==> config.mk <==
export PLATFORM = sky130hd
export DESIGN_NAME = instr_fetch
export DESIGN_NICKNAME = d
export VERILOG_FILES = /design/src/rtl/instr_fetch.sv
export SDC_FILE = /design/constraint.sdc
export NUM_CORES = 1
export LEC_CHECK = 0
export CAP_MARGIN = 20
export CORE_MARGIN = 3
export CORE_UTILIZATION = 43
export CTS_CLUSTER_SIZE = 10
export DETAILED_ROUTE_END_ITERATION = 7
export PLACE_DENSITY = 0.82
export SYNTH_ARGS = -nofsm -noshare
export SYNTH_HDL_FRONTEND = slang
export SYNTH_SLANG_ARGS = --single-unit
==> constraint.sdc <==
create_clock -name clk -period 2.6 [get_ports clk]
set_input_delay 0.39 -clock clk [delete_from_list [all_inputs] [get_ports clk]]
set_output_delay 0.39 -clock clk [all_outputs]
set_load 0.1 [all_outputs]
==> src/rtl/instr_fetch.sv <==
// instr_fetch: RV32I fetch stage. Owns the PC, runs the imem req/ack handshake, holds the fetched instruction and counts retires.
// Optional feature: define IFETCH_MISALIGN_TRAP_EN to trap on a retire whose next PC has bit 1 set.
module instr_fetch #(
    parameter logic [31:0] RESET_PC = 32'h0000_0000,
    parameter logic [31:0] NOP_INST = 32'h0000_0013
) (
    input  logic        clk,
    input  logic        rst_n,
    input  logic        PCSel,
    input  logic [31:0] alu_target,
    input  logic        inst_ready,
    output logic        imem_req,
    output logic [31:0] imem_addr,
    input  logic        imem_ack,
    input  logic [31:0] imem_rdata,
    output logic [31:0] inst,
    output logic [6:0]  opcode,
    output logic [2:0]  funct3,
    output logic [6:0]  funct7,
    output logic        inst_valid,
    output logic [31:0] pc,
    output logic [31:0] pc_plus4,
    output logic [31:0] instret,
    output logic        trap
);

`ifdef IFETCH_MISALIGN_TRAP_EN
    typedef enum logic [1:0] {
        IDLE = 2'd0,
        REQ  = 2'd1,
        HOLD = 2'd2,
        TRAP = 2'd3
    } state_t;
`else
    typedef enum logic [1:0] {
        IDLE = 2'd0,
        REQ  = 2'd1,
        HOLD = 2'd2
    } state_t;
`endif

    state_t      state_r;
    state_t      state_s;
    logic [31:0] pc_r;
    logic [31:0] pc_s;
    logic [31:0] inst_r;
    logic [31:0] inst_s;
    logic [31:0] instret_r;
    logic [31:0] instret_s;
    logic        req_r;
    logic        req_s;
    logic        valid_r;
    logic        valid_s;
    logic [31:0] pc_plus4_s;
    logic [31:0] retire_pc_s;
`ifdef IFETCH_MISALIGN_TRAP_EN
    logic        trap_r;
    logic        trap_s;
`endif

    // Branch/jump targets are JALR-style: bit 0 is always cleared.
    function automatic logic [31:0] next_pc_f(
        input logic        sel,
        input logic [31:0] tgt,
        input logic [31:0] seq
    );
        logic [31:0] res;
        if (sel) begin
            res = tgt & 32'hFFFF_FFFE;
        end else begin
            res = seq;
        end
        return res;
    endfunction

    assign pc_plus4_s  = pc_r + 32'd4;
    assign retire_pc_s = next_pc_f(PCSel, alu_target, pc_plus4_s);

    // Next-state, next-PC and handshake decisions for the fetch FSM.
    always_comb begin
        state_s   = state_r;
        pc_s      = pc_r;
        inst_s    = inst_r;
        instret_s = instret_r;
        req_s     = 1'b0;
        valid_s   = 1'b0;
`ifdef IFETCH_MISALIGN_TRAP_EN
        trap_s    = trap_r;
`endif
        case (state_r)
            IDLE: begin
                state_s = REQ;
                req_s   = 1'b1;
            end
            REQ: begin
                if (imem_ack) begin
                    inst_s  = imem_rdata;
                    valid_s = 1'b1;
                    state_s = HOLD;
                end else begin
                    req_s = 1'b1;
                end
            end
            HOLD: begin
                if (inst_ready) begin
                    instret_s = instret_r + 32'd1;
                    inst_s    = NOP_INST;
`ifdef IFETCH_MISALIGN_TRAP_EN
                    // Faulting address is kept in pc so the handler can report it.
                    pc_s = retire_pc_s;
                    if (retire_pc_s[1]) begin
                        state_s = TRAP;
                        trap_s  = 1'b1;
                    end else begin
                        state_s = REQ;
                        req_s   = 1'b1;
                    end
`else
                    pc_s    = retire_pc_s & 32'hFFFF_FFFC;
                    state_s = REQ;
                    req_s   = 1'b1;
`endif
                end else begin
                    valid_s = 1'b1;
                end
            end
`ifdef IFETCH_MISALIGN_TRAP_EN
            TRAP: begin
                state_s = TRAP;
                trap_s  = 1'b1;
            end
`endif
            default: begin
                state_s = IDLE;
            end
        endcase
    end

    // State and datapath registers; reset aborts any outstanding request at once.
    always_ff @(posedge clk or negedge rst_n) begin
        if (!rst_n) begin
            state_r   <= IDLE;
            pc_r      <= RESET_PC;
            inst_r    <= NOP_INST;
            instret_r <= 32'd0;
            req_r     <= 1'b0;
            valid_r   <= 1'b0;
        end else begin
            state_r   <= state_s;
            pc_r      <= pc_s;
            inst_r    <= inst_s;
            instret_r <= instret_s;
            req_r     <= req_s;
            valid_r   <= valid_s;
        end
    end

`ifdef IFETCH_MISALIGN_TRAP_EN
    // Sticky trap flag, cleared only by reset.
    always_ff @(posedge clk or negedge rst_n) begin
        if (!rst_n) begin
            trap_r <= 1'b0;
        end else begin
            trap_r <= trap_s;
        end
    end
    assign trap = trap_r;
`else
    assign trap = 1'b0;
`endif

    assign imem_req   = req_r;
    assign imem_addr  = pc_r;
    assign inst       = inst_r;
    assign opcode     = inst_r[6:0];
    assign funct3     = inst_r[14:12];
    assign funct7     = inst_r[31:25];
    assign inst_valid = valid_r;
    assign pc         = pc_r;
    assign pc_plus4   = pc_plus4_s;
    assign instret    = instret_r;

endmodule
==> metrics.yaml <==
period_needed_ps: 2555
numClockSinks: 98
postSynthCellCount: 599
start_util_pct: 44.47
drt_iter0_markers: 334
async_flop_share_pct: 100.0
synth_common_cells: "dfrtp_1, buf_4, nand2_1"
cts_tree: "done"
slowest_delay_ps: 450
syn2layout_area_growth_pct: 60.51
netlist_area_sq_mm: 0.005680
cts_buffers: 9
antenna_cells: 0
crit_cells: 6
crit_buf_inv: 2
min_period_over_period_pct: 98.26
cp.required_ps: 2210
synth_flop_cell: "dfrtp_1"
die_w_um: 120.9
yosysTopAreaCellShare_pct: 41.85
clock_latency_ps: 350
end_kind: "output port"
ctsRootBufferMaster: "clkbuf_16"
final-hold-violation-count: 0
chipHeight_um: 120.9
synth_edf_count: 0
cts.reportedPaths.clkPinSlew_ps: 80
synthDistinctLibCells: 58
grt_pass1_wl_mm: 28.64
io_pins: 249
syn_area_per_cell_sq_um: 9.483
cts_max_level: 3
worstPathMaxFanout: 5
clock_skew_ps: 9.558
outcome: "complete, no violations"
grt_overflow: 0
ctsHoldBuffers: 0
clk_path_buf_depth: 2
slew_violations: 0
synth.most_common_cell: "dfrtp_1"
fmax_mhz: 391.4
r2r_cells: 6
rsz0062_at_grt: "true"
wirelength_mm: 18.06
final_util_pct: 71.38
dieArea_sq_mm: 0.01463
ys_seq_area_share_pct: 43.24
synth.area.top_cells: "dfrtp_1, buf_4, xnor2_1, a22o_1, xor2_1"
grt_max_degree: 56
pre_cts_ws_ps: 157.4
nNetsFinal: 881
fill_cells: 880
grt_pass1_vias: 5562
rows: 41
grt_util_all_layers_pct: 24.18
hp-class: "input pin to async pin"
worst_slew_pin_slew_ps: 731.9
final-setup-viol-count: 0
yosys.area.top_type: "dfrtp_1"
antenna_found_initial: 0
final_antenna_net_count: 0
drcViolationCount: 0
crit_family: "simple AND/OR/NAND/NOR gates"
place_congestion: 0.8502
core_area_sq_mm: 0.01277
path_class: "register to output port"
crit_arrival_ps: 2160
viasPerCell: 5.604
cap_violations: 0
vias: 5509
drive_gt1_share_pct: 40.44
synth-seq-cells: 98
path_cells: "buf_4 > nand2_1 > nor4_4 > and3_2 > xnor2_4 > buf_12"
portBuffers: 239
max_slew_margin_pct: 50.76
startpoint_type: "register"
routedWlPerCell_um: 18.37
fin_ws_ps: 45.20
ys_warn_count: 0
firstDrtPassIters: 5
dp_hpwl_mm: 12.88
crit_slowest_cell: "dfrtp_4"
[sequential cells by signal, indices dropped and copies added, names as in the netlist]
| register | count |
|---|---|
| instret | 32 |
| inst_valid | 1 |
| state_r | 2 |
| imem_addr | 30 |
| imem_req | 1 |
| inst | 32 |
[repair_timing]
| item | in CTS | in global routing |
|---|---|---|
| gates resized for setup | 4 | 6 |
| setup buffers | 19 | 1 |
| pin swaps | 7 | 4 |
| setup endpoints to repair | 10 | 8 |
[metrics by stage]
step	setup TNS [ps]	std cells	cell area [sq um]	hold slack, ps
after floorplan	-387.6	605	6487	94.41
after global placement	0	947	8574	452.6
after detailed placement	0	947	8574	457.3
after CTS	0	982	9071	83.34
after global routing	-7.445	983	9117	99.78
final	0	983	9117	59.93
[cell type report]
class | instances | area (sq um) | area share (%)
Sequential cell | 98 | 2550 | 27.97
Tap cell | 172 | 215.2 | 2.360
Inverter | 12 | 45.04 | 0.4940
Multi-Input combinational cell | 406 | 3369 | 36.96
Timing Repair Buffer | 279 | 2615 | 28.68
Clock inverter | 6 | 83.83 | 0.9194
Clock buffer | 10 | 239.0 | 2.621
[logic make-up (layout without fill, tap and decap cells)]
family	after synthesis	in the layout	synth area share (%)
other	1	7	0.06602
AO/OA/AOI/OAI	109	109	14.08
XOR/XNOR	58	58	8.943
flip-flops	98	98	43.24
multiplexers	4	4	0.7049
AND/OR/NAND/NOR	222	222	21.17
adder cells (fa/ha/maj)	6	6	1.322
buffers and inverters	101	307	10.48
[routing by layer]
| layer | GRT usage [%] | vias up | wire [um] |
|---|---|---|---|
| met5 | 0 | - | 0 |
| met4 | 8.428 | 0 | 345 |
| met3 | 4.103 | 28 | 1286 |
| met2 | 41.26 | 274 | 9136 |
| met1 | 31.06 | 2703 | 7286 |
| li1 | - | 2504 | - |
[cells in the final DEF, fill, tap and decap left out, types with 4 or more instances in the layout]
cell / count
nor2_1: 22
a22oi_1: 5
conb_1: 7
mux2i_1: 4
clkbuf_16: 9
a22o_1: 30
nor4_4: 8
ha_1: 5
nand2_1: 44
nor3_1: 24
xor2_1: 14
a21oi_1: 22
o211ai_1: 6
dfrtp_2: 6
nand4_1: 24
nand3_2: 4
xnor2_4: 15
buf_12: 29
and4_1: 4
nand3_1: 27
dfrtp_1: 66
dfrtp_4: 23
and2_1: 6
o21ai_0: 17
and3_1: 22
clkdlybuf4s50_1: 64
xor2_4: 8
buf_4: 185
xnor2_1: 17
o311ai_0: 5
inv_1: 11
[worst paths after layout]
check	from	to	slack, ps
hold / removal	rst_n	instret[22]	60
setup / recovery	imem_addr[10]	pc_plus4[16]	50
min in group clk	instret[31]	instret[31]	480
hold reg to reg	instret[31]	instret[31]	480
max in group asynchronous	rst_n	inst[0]	1760
setup reg to reg	state_r[0]	instret[26]	470
Power is left out: the tool's default activity adds up to more than one toggle a clock period on the data nets, which glitch-free logic cannot reach.
